===== src/rtl/ne_unit.sv =====
// Teager nonlinear-energy stage: psi[n] = x[n]^2 - x[n-1]*x[n+1], two pipeline stages.
// Define NE_ABS_EN to emit |psi| instead of the signed difference.
module ne_unit #(
   parameter int unsigned InputWidth  = 16,
   parameter int unsigned OutputWidth = 32
) (
   input  logic                          i_clk,
   input  logic                          i_rst_n,
   input  logic                          i_clr,
   input  logic signed [InputWidth-1:0]  i_din,
   input  logic                          i_din_valid,
   output logic signed [OutputWidth-1:0] o_dout,
   output logic                          o_dout_en_n,
   output logic                          o_primed
);

   typedef enum logic [1:0] {StEmpty, StOne, StRun} state_e;

   state_e                         r_state, w_state_next;
   logic signed [InputWidth-1:0]   r_x1, r_x2;
   logic signed [OutputWidth-1:0]  r_sq, r_cr;
   logic                           r_p_vld;
   logic                           w_fire;
   logic signed [OutputWidth-1:0]  w_x1_ext, w_x2_ext, w_din_ext;
   logic signed [OutputWidth-1:0]  w_diff, w_result;

   always_comb begin
      w_state_next = r_state;
      if (i_din_valid) begin
         case (r_state)
            StEmpty: w_state_next = StOne;
            StOne:   w_state_next = StRun;
            default: w_state_next = StRun;
         endcase
      end
   end

   assign w_fire   = i_din_valid && (r_state == StRun);
   assign o_primed = (r_state == StRun);

   // Sign-extend before multiplying so the full 2w-bit product is kept.
   assign w_x1_ext  = {{InputWidth{r_x1[InputWidth-1]}}, r_x1};
   assign w_x2_ext  = {{InputWidth{r_x2[InputWidth-1]}}, r_x2};
   assign w_din_ext = {{InputWidth{i_din[InputWidth-1]}}, i_din};
   assign w_diff    = r_sq - r_cr;

`ifdef NE_ABS_EN
   assign w_result = w_diff[OutputWidth-1] ? -w_diff : w_diff;
`else
   assign w_result = w_diff;
`endif

   always_ff @(posedge i_clk or negedge i_rst_n) begin
      if (!i_rst_n) begin
         r_state <= StEmpty;
         r_x1    <= '0;
         r_x2    <= '0;
      end else if (i_clr) begin
         r_state <= StEmpty;
         r_x1    <= '0;
         r_x2    <= '0;
      end else begin
         r_state <= w_state_next;
         if (i_din_valid) begin
            r_x2 <= r_x1;
            r_x1 <= i_din;
         end
      end
   end

   always_ff @(posedge i_clk or negedge i_rst_n) begin
      if (!i_rst_n) begin
         r_sq    <= '0;
         r_cr    <= '0;
         r_p_vld <= 1'b0;
      end else if (i_clr) begin
         r_sq    <= '0;
         r_cr    <= '0;
         r_p_vld <= 1'b0;
      end else begin
         r_p_vld <= w_fire;
         if (w_fire) begin
            r_sq <= w_x1_ext * w_x1_ext;
            r_cr <= w_x2_ext * w_din_ext;
         end
      end
   end

   always_ff @(posedge i_clk or negedge i_rst_n) begin
      if (!i_rst_n) begin
         o_dout      <= '0;
         o_dout_en_n <= 1'b1;
      end else if (i_clr) begin
         o_dout      <= '0;
         o_dout_en_n <= 1'b1;
      end else if (r_p_vld) begin
         o_dout      <= w_result;
         o_dout_en_n <= 1'b0;
      end else begin
         o_dout_en_n <= 1'b1;
      end
   end

endmodule


===== config.mk =====
export PLATFORM = sky130hd
export DESIGN_NAME = ne_unit
export DESIGN_NICKNAME = d
export VERILOG_FILES = /design/src/rtl/ne_unit.sv
export SDC_FILE = /design/constraint.sdc
export NUM_CORES = 2
export LEC_CHECK = 0
export BUFFER_PORTS_ARGS = -buffer_cell sky130_fd_sc_hd__buf_2
export CORE_ASPECT_RATIO = 0.6
export CORE_MARGIN = 4
export CORE_UTILIZATION = 65
export CTS_CLUSTER_DIAMETER = 30
export DETAILED_ROUTE_END_ITERATION = 8
export PLACE_DENSITY = 0.87
export SLEW_MARGIN = 30
export SYNTH_ARGS = -nofsm -noshare
export SYNTH_HDL_FRONTEND = slang
export SYNTH_SLANG_ARGS = --single-unit

===== constraint.sdc =====
create_clock -name i_clk -period 8.4 [get_ports i_clk]
set_input_delay 0 -clock i_clk [delete_from_list [all_inputs] [get_ports i_clk]]
set_output_delay 0 -clock i_clk [all_outputs]
set_load 0.02 [all_outputs]

Word-level counts from Yosys, hierarchy flattened
Cells that the tools add are included.
W data, S select, Z words.
- register bits after elaboration: 132
- latch bits: 0
- RAM bits: 0
- bits in read-only memories: 0
- output and inout bits: 34
- memories kept: 0
- add/sub/neg operators: 1
- multiply operators: 2
- div/mod/pow operators: 0
- $lt $le $gt $ge: 0
- equality and inequality tests: 1
- shifts and indexed selects: 0
- multiplexer cells: 16
- bitwise logic cells: 0
- reductions and logical operators: 5
- operator list (kind ; count):
    $mux W32 ; 6
    $mul A16 B16 Y32 ; 2
    $mux W16 ; 4
    $sub A32 B32 Y32 ; 1
    $mux W2 ; 3
    $reduce_bool A2 Y1 ; 3
    $mux W1 ; 3
    $eq A2 B2 Y1 const B ; 1
    $logic_not A2 Y1 ; 1
    $logic_and A1 B1 Y1 ; 1

Depth between registers and ports, before layout
- word-level depth: 4
- depth in mapped cells: 25
- mapped depth without buffers: 24

Worst setup path before layout
Ideal clock, no wire load.
- path type: register to register
- start point: register r_x2[15]
- end point: register r_cr[28]
- setup time: 82 ps
- arrival: 6072 ps
- required time: 8318 ps
- path slack: 2246 ps
- cell stages (with the launch flop): 22
- buffers on the path: 1
- cells stage by stage: dfrtp_1 > clkbuf_1 > nand2_1 > inv_1 > fa_1 > fa_1 > fa_1 > fa_1 > fa_1 > inv_1 > fa_1 > inv_1 > ha_1 > a21o_1 > a21oi_1 > o21ai_0 > a21oi_1 > o21ai_0 > a41oi_1 > nand2b_1 > or3_1 > a31oi_1
- longest elaborated chain between the ends: 3
- ends and longest elaborated chain (what ; line ; text):
    from (decl) ; 20 ; logic signed [InputWidth-1:0] r_x1, r_x2;
    from (signal assigned) ; 65 ; r_x2 <= r_x1;
    $mul A16 B16 Y32 ; 84 ; r_cr <= w_x2_ext * w_din_ext;
    $mux W32 ; 82 ; if (w_fire) begin
    $mux W32 ; 76 ; end else if (i_clr) begin
    to (signal assigned) ; 84 ;
    to (decl) ; 21 ; logic signed [OutputWidth-1:0] r_sq, r_cr;
Every way passes these cells. The select of a mux whose other input is x is not followed.
A chain may end at the register's enable or synchronous reset.

Final worst setup path
- start point: register r_x1[15]
- end point: register r_sq[29]
- longest elaborated chain between the ends: 3
- ends and longest elaborated chain (what ; line ; text):
    from (decl) ; 20 ;
    from (signal assigned) ; 66 ; r_x1 <= i_din;
    $mul A16 B16 Y32 ; 83 ; r_sq <= w_x1_ext * w_x1_ext;
    $mux W32 ; 82 ;
    $mux W32 ; 76 ;
    to (signal assigned) ; 83 ;
    to (decl) ; 21 ;
Every way passes these cells. The select of a mux whose other input is x is not followed.

==> impl_metrics.py <==
metrics = {
    "status": {
        "status": "completed",
    },
    "worst_hold_path": {
        "min_path_type": "input port to flip-flop",
        "worstHoldStart": "i_clr",
        "hold_end": "r_x1[15]",
        "hold-path-cell-count": 2,
    },
    "global_route": {
        "grt_pass1_wl_mm": 114,
        "grt_start_max_net_pins": 80,
        "antenna_found_initial": 2,
        "grt_pass1_vias": 21300,
        "grt_usage_pct": 33.9,
        "grt-ovfl-total": 0,
    },
    "timing": {
        "relSlewSlack_pct": 32.2,
        "postLayoutSetupSlackWorst_ps": 1040,
        "fmax_mhz": 136,
        "fin_crit_ps": 7360,
        "finClkSkew_ps": 14.8,
        "rsz0062_at_grt": "no",
        "tns_ps": 0,
        "slew_viol_final": 0,
        "min_period_over_period_pct": 87.7,
        "setup_viol": 0,
        "hold_viol": 0,
        "tightest_slew_ps": 1020,
    },
    "die": {
        "initial_core_util_pct": 66.7,
        "coreArea_um2": 38100,
        "die_x_um": 263,
        "die-area_um2": 42500,
        "pin_count": 54,
        "row_count": 55,
        "die_h_um": 161,
    },
    "setup_path": {
        "worst_setup_path_start_kind": "flip-flop",
        "endpoint_kind": "flip-flop",
        "worstPathMaxFanout": 20,
        "required_ps": 8710,
        "worstSetupPathType": "flip-flop to flip-flop",
        "r2r_slack_ps": 1040,
        "r2r_start": "r_x1[15]",
        "cp_data_arrival_time_ps": 7680,
        "worstReg2RegEnd": "r_sq[29]",
        "r2r.worst_path.cells": 17,
    },
    "drt": {
        "vias": 20100,
        "drcViolationCount": 0,
        "viasPerCell": 6.08,
        "dr.pass1.iters": 5,
        "finalWirelength_mm": 70.4,
        "drt_iter0_drc": 2471,
        "ant_nets": 0,
        "wl_per_cell_um": 21.3,
    },
    "power_and_ir_drop": {
        "seqPwrFrac_pct": 21.2,
        "intPower_mw": 1.86,
        "switching_share_pct": 44.6,
        "ir_drop_mv": 0.182,
        "leakage_nw": 14.3,
        "p_switching_mw": 1.50,
        "pwr-share-clk_pct": 22.9,
        "power_density_nw_per_um2": 126,
        "combPwrFrac_pct": 56.0,
    },
    "yosys": {
        "syn_area_per_cell_um2": 9.12,
        "yosys_most_used_dff": "dfrtp_1",
        "synth-edff-count": 0,
        "synthAdderAreaFrac_pct": 49.1,
        "synth_xor_area_share_pct": 3.20,
        "synth_top_family_by_area": "adder cells",
        "yosys_register_bits": 131,
        "mappedNetlistArea_um2": 25400,
        "synthArstFlopShare_pct": 100,
        "syn-num-nets": 3509,
        "ys_types": 68,
        "synth_compound_area_share_pct": 8.04,
        "synth_mux_area_share_pct": 2.05,
        "synthCells": 2789,
        "synth-warning-count": 0,
        "yosys.area_share.simple_pct": 13.6,
        "ys_seq_area_share_pct": 12.9,
    },
    "clock_tree": {
        "h-tree-depth": 4,
        "clkSlewWorstSetupHoldPaths_ps": 70,
        "tritoncts": "yes",
        "clock-sinks": 131,
        "postCtsHoldBufs": 1,
        "post_cts_resize_count": 0,
        "post-cts-setup-buffers": 0,
        "clk_latency_ps": 440,
        "clockBufferDepth": 2,
        "cts_root_buffer": "clkbuf_16",
        "numCtsBuffers": 17,
    },
    "layout": {
        "area_growth_pct": 4.90,
        "n_fill_cell": 2740,
        "final_layout_size_suffix_gt1_share_pct": 4.09,
        "final_nets": 3494,
        "utilization_pct": 70.0,
    },
    "placement": {
        "gp_congestion": 1.03,
        "place_ws_ps": 1160,
        "dp_hpwl_mm": 55.4,
        "portBuffers": 53,
    },
    "run": {
        "maxCapViolations": 0,
    },
}
## cell usage in the layout (no fill, tap or decap), types with 4 or more instances in the layout
master	Yosys	final
o21bai_1	8	8
o21a_1	13	13
mux2i_1	51	51
a21o_1	44	44
and3_1	9	9
nand3_1	27	27
buf_2	0	51
clkbuf_16	0	17
ha_1	204	204
nor2_1	157	156
fa_1	496	496
o211ai_1	9	9
o311ai_0	4	4
a21oi_1	115	115
inv_1	654	654
or3_1	5	5
nor3_1	13	13
o31ai_1	5	5
and4_1	4	4
and2_1	158	158
o21ai_0	48	48
nand2_1	306	305
nor2b_1	13	13
nand2b_1	19	19
dfrtp_1	130	129
nand4_1	9	9
xnor2_1	69	69
xor2_1	24	24
buf_4	1	13
a32oi_1	5	5
a211oi_1	10	10
a41oi_1	6	6
a31oi_1	15	15
or2_2	4	4
## final cells by class
class | instances | area (µm²) | share of cell area, %
antenna | 2 | 5.00 | 0.0188
clock buffer | 22 | 474 | 1.78
clock inverter | 10 | 123 | 0.459
inverter | 656 | 2460 | 9.23
multi-input combinational | 1902 | 19300 | 72.4
sequential | 131 | 3280 | 12.3
tap | 513 | 642 | 2.41
timing repair buffer | 66 | 374 | 1.40
## registers in the layout (all words and copies together), names as in the netlist
name         count
o_dout          32
o_dout_en_n      1
r_cr            32
r_p_vld          1
r_sq            31
r_state          2
r_x1            16
r_x2            16
## critical path: stages, from the launching register on
cell and delay [ps]:
dfrtp_1 810, inv_1 540, nor2_1 370, fa_1 610
fa_1 910, fa_1 530, fa_1 520, fa_1 500
inv_1 60, fa_1 480, inv_1 40, ha_1 410
nand2_1 120, o21a_1 190, a21oi_1 330, a41oi_1 250
a21o_1 250, o311ai_0 300
## cells in the mapped netlist (3+ instances only)
cell type	n	share of area (%)
o21ai_0	48	0.94
a21boi_0	3	0.089
inv_1	654	9.6
a31oi_1	15	0.37
buf_1	10	0.15
a41oi_1	6	0.21
nor2b_1	13	0.32
o21a_1	13	0.38
a211oi_1	10	0.30
and2_1	158	3.9
nor3_1	13	0.26
ha_1	204	10
a21o_1	44	1.3
dfrtp_1	130	13
nand2_1	306	4.5
or2_2	4	0.098
a31o_2	3	0.10
and3_1	9	0.22
mux2i_1	51	2.0
clkbuf_1	89	1.3
o21bai_1	8	0.24
a21oi_1	115	2.3
nand4_1	9	0.22
xor2_1	24	0.83
o211ai_1	9	0.27
a311oi_1	3	0.10
nor3b_1	3	0.089
a22o_1	3	0.10
o311ai_0	4	0.14
fa_1	496	39
and4_1	4	0.14
or3_1	5	0.12
nand3_1	27	0.53
a32oi_1	5	0.17
xnor2_1	69	2.4
nand2b_1	19	0.47
o31ai_1	5	0.15
nor2_1	157	2.3
## metal layers
layer / global-route usage (%) / vias to the layer above / share of wire [%]
li1: - / 8453 / -
met1: 47.7 / 9980 / 39
met2: 51.5 / 1410 / 44
met3: 10.8 / 228 / 14
met4: 9.31 / 0 / 3.4
met5: 0 / - / 0
## stage by stage
stage	instance area, µm²	hold slack (ps)	cells	total power, mW
global route	26700	25.5	3301	3.59
detailed placement	26100	28.6	3267	2.53
finish	26700	8.47	3302	3.36
global placement	26100	17.6	3267	2.44
floorplan	25400	-296	2789	2.04
CTS	26700	5.05	3300	3.30
## cells by family after synthesis
kind of cell	Yosys count
buf+inv	756
fa+ha+maj	700
xor+xnor	93
flops	131
simple gates	740
compound gates	317
mux	52
## power by group through the flow
stage                     combinational (mW)  sequential [mW]  clock (mW)
final                                   1.88            0.712       0.768
after global routing                    2.08            0.712       0.792
after CTS                               1.83            0.707       0.761
after detailed placement                1.81            0.718           0
after global placement                  1.72            0.717           0
after floorplan                         1.36            0.681           0
## worst max path at each step
| stage | to | depth (start not counted) | start | slack [ps] |
|---|---|---|---|---|
| finish | r_sq[29] | 17 | r_x1[15] | 1040 |
| global route | r_sq[29] | 17 | r_x1[15] | 740 |
| CTS | r_sq[29] | 17 | r_x1[15] | 1210 |
| detailed placement | r_sq[29] | 17 | r_x1[15] | 1160 |
| global placement | r_sq[31] | 18 | r_x1[15] | 1460 |
| floorplan | r_cr[28] | 21 | r_x2[15] | 2250 |
Power figures use the tool's default switching activity.
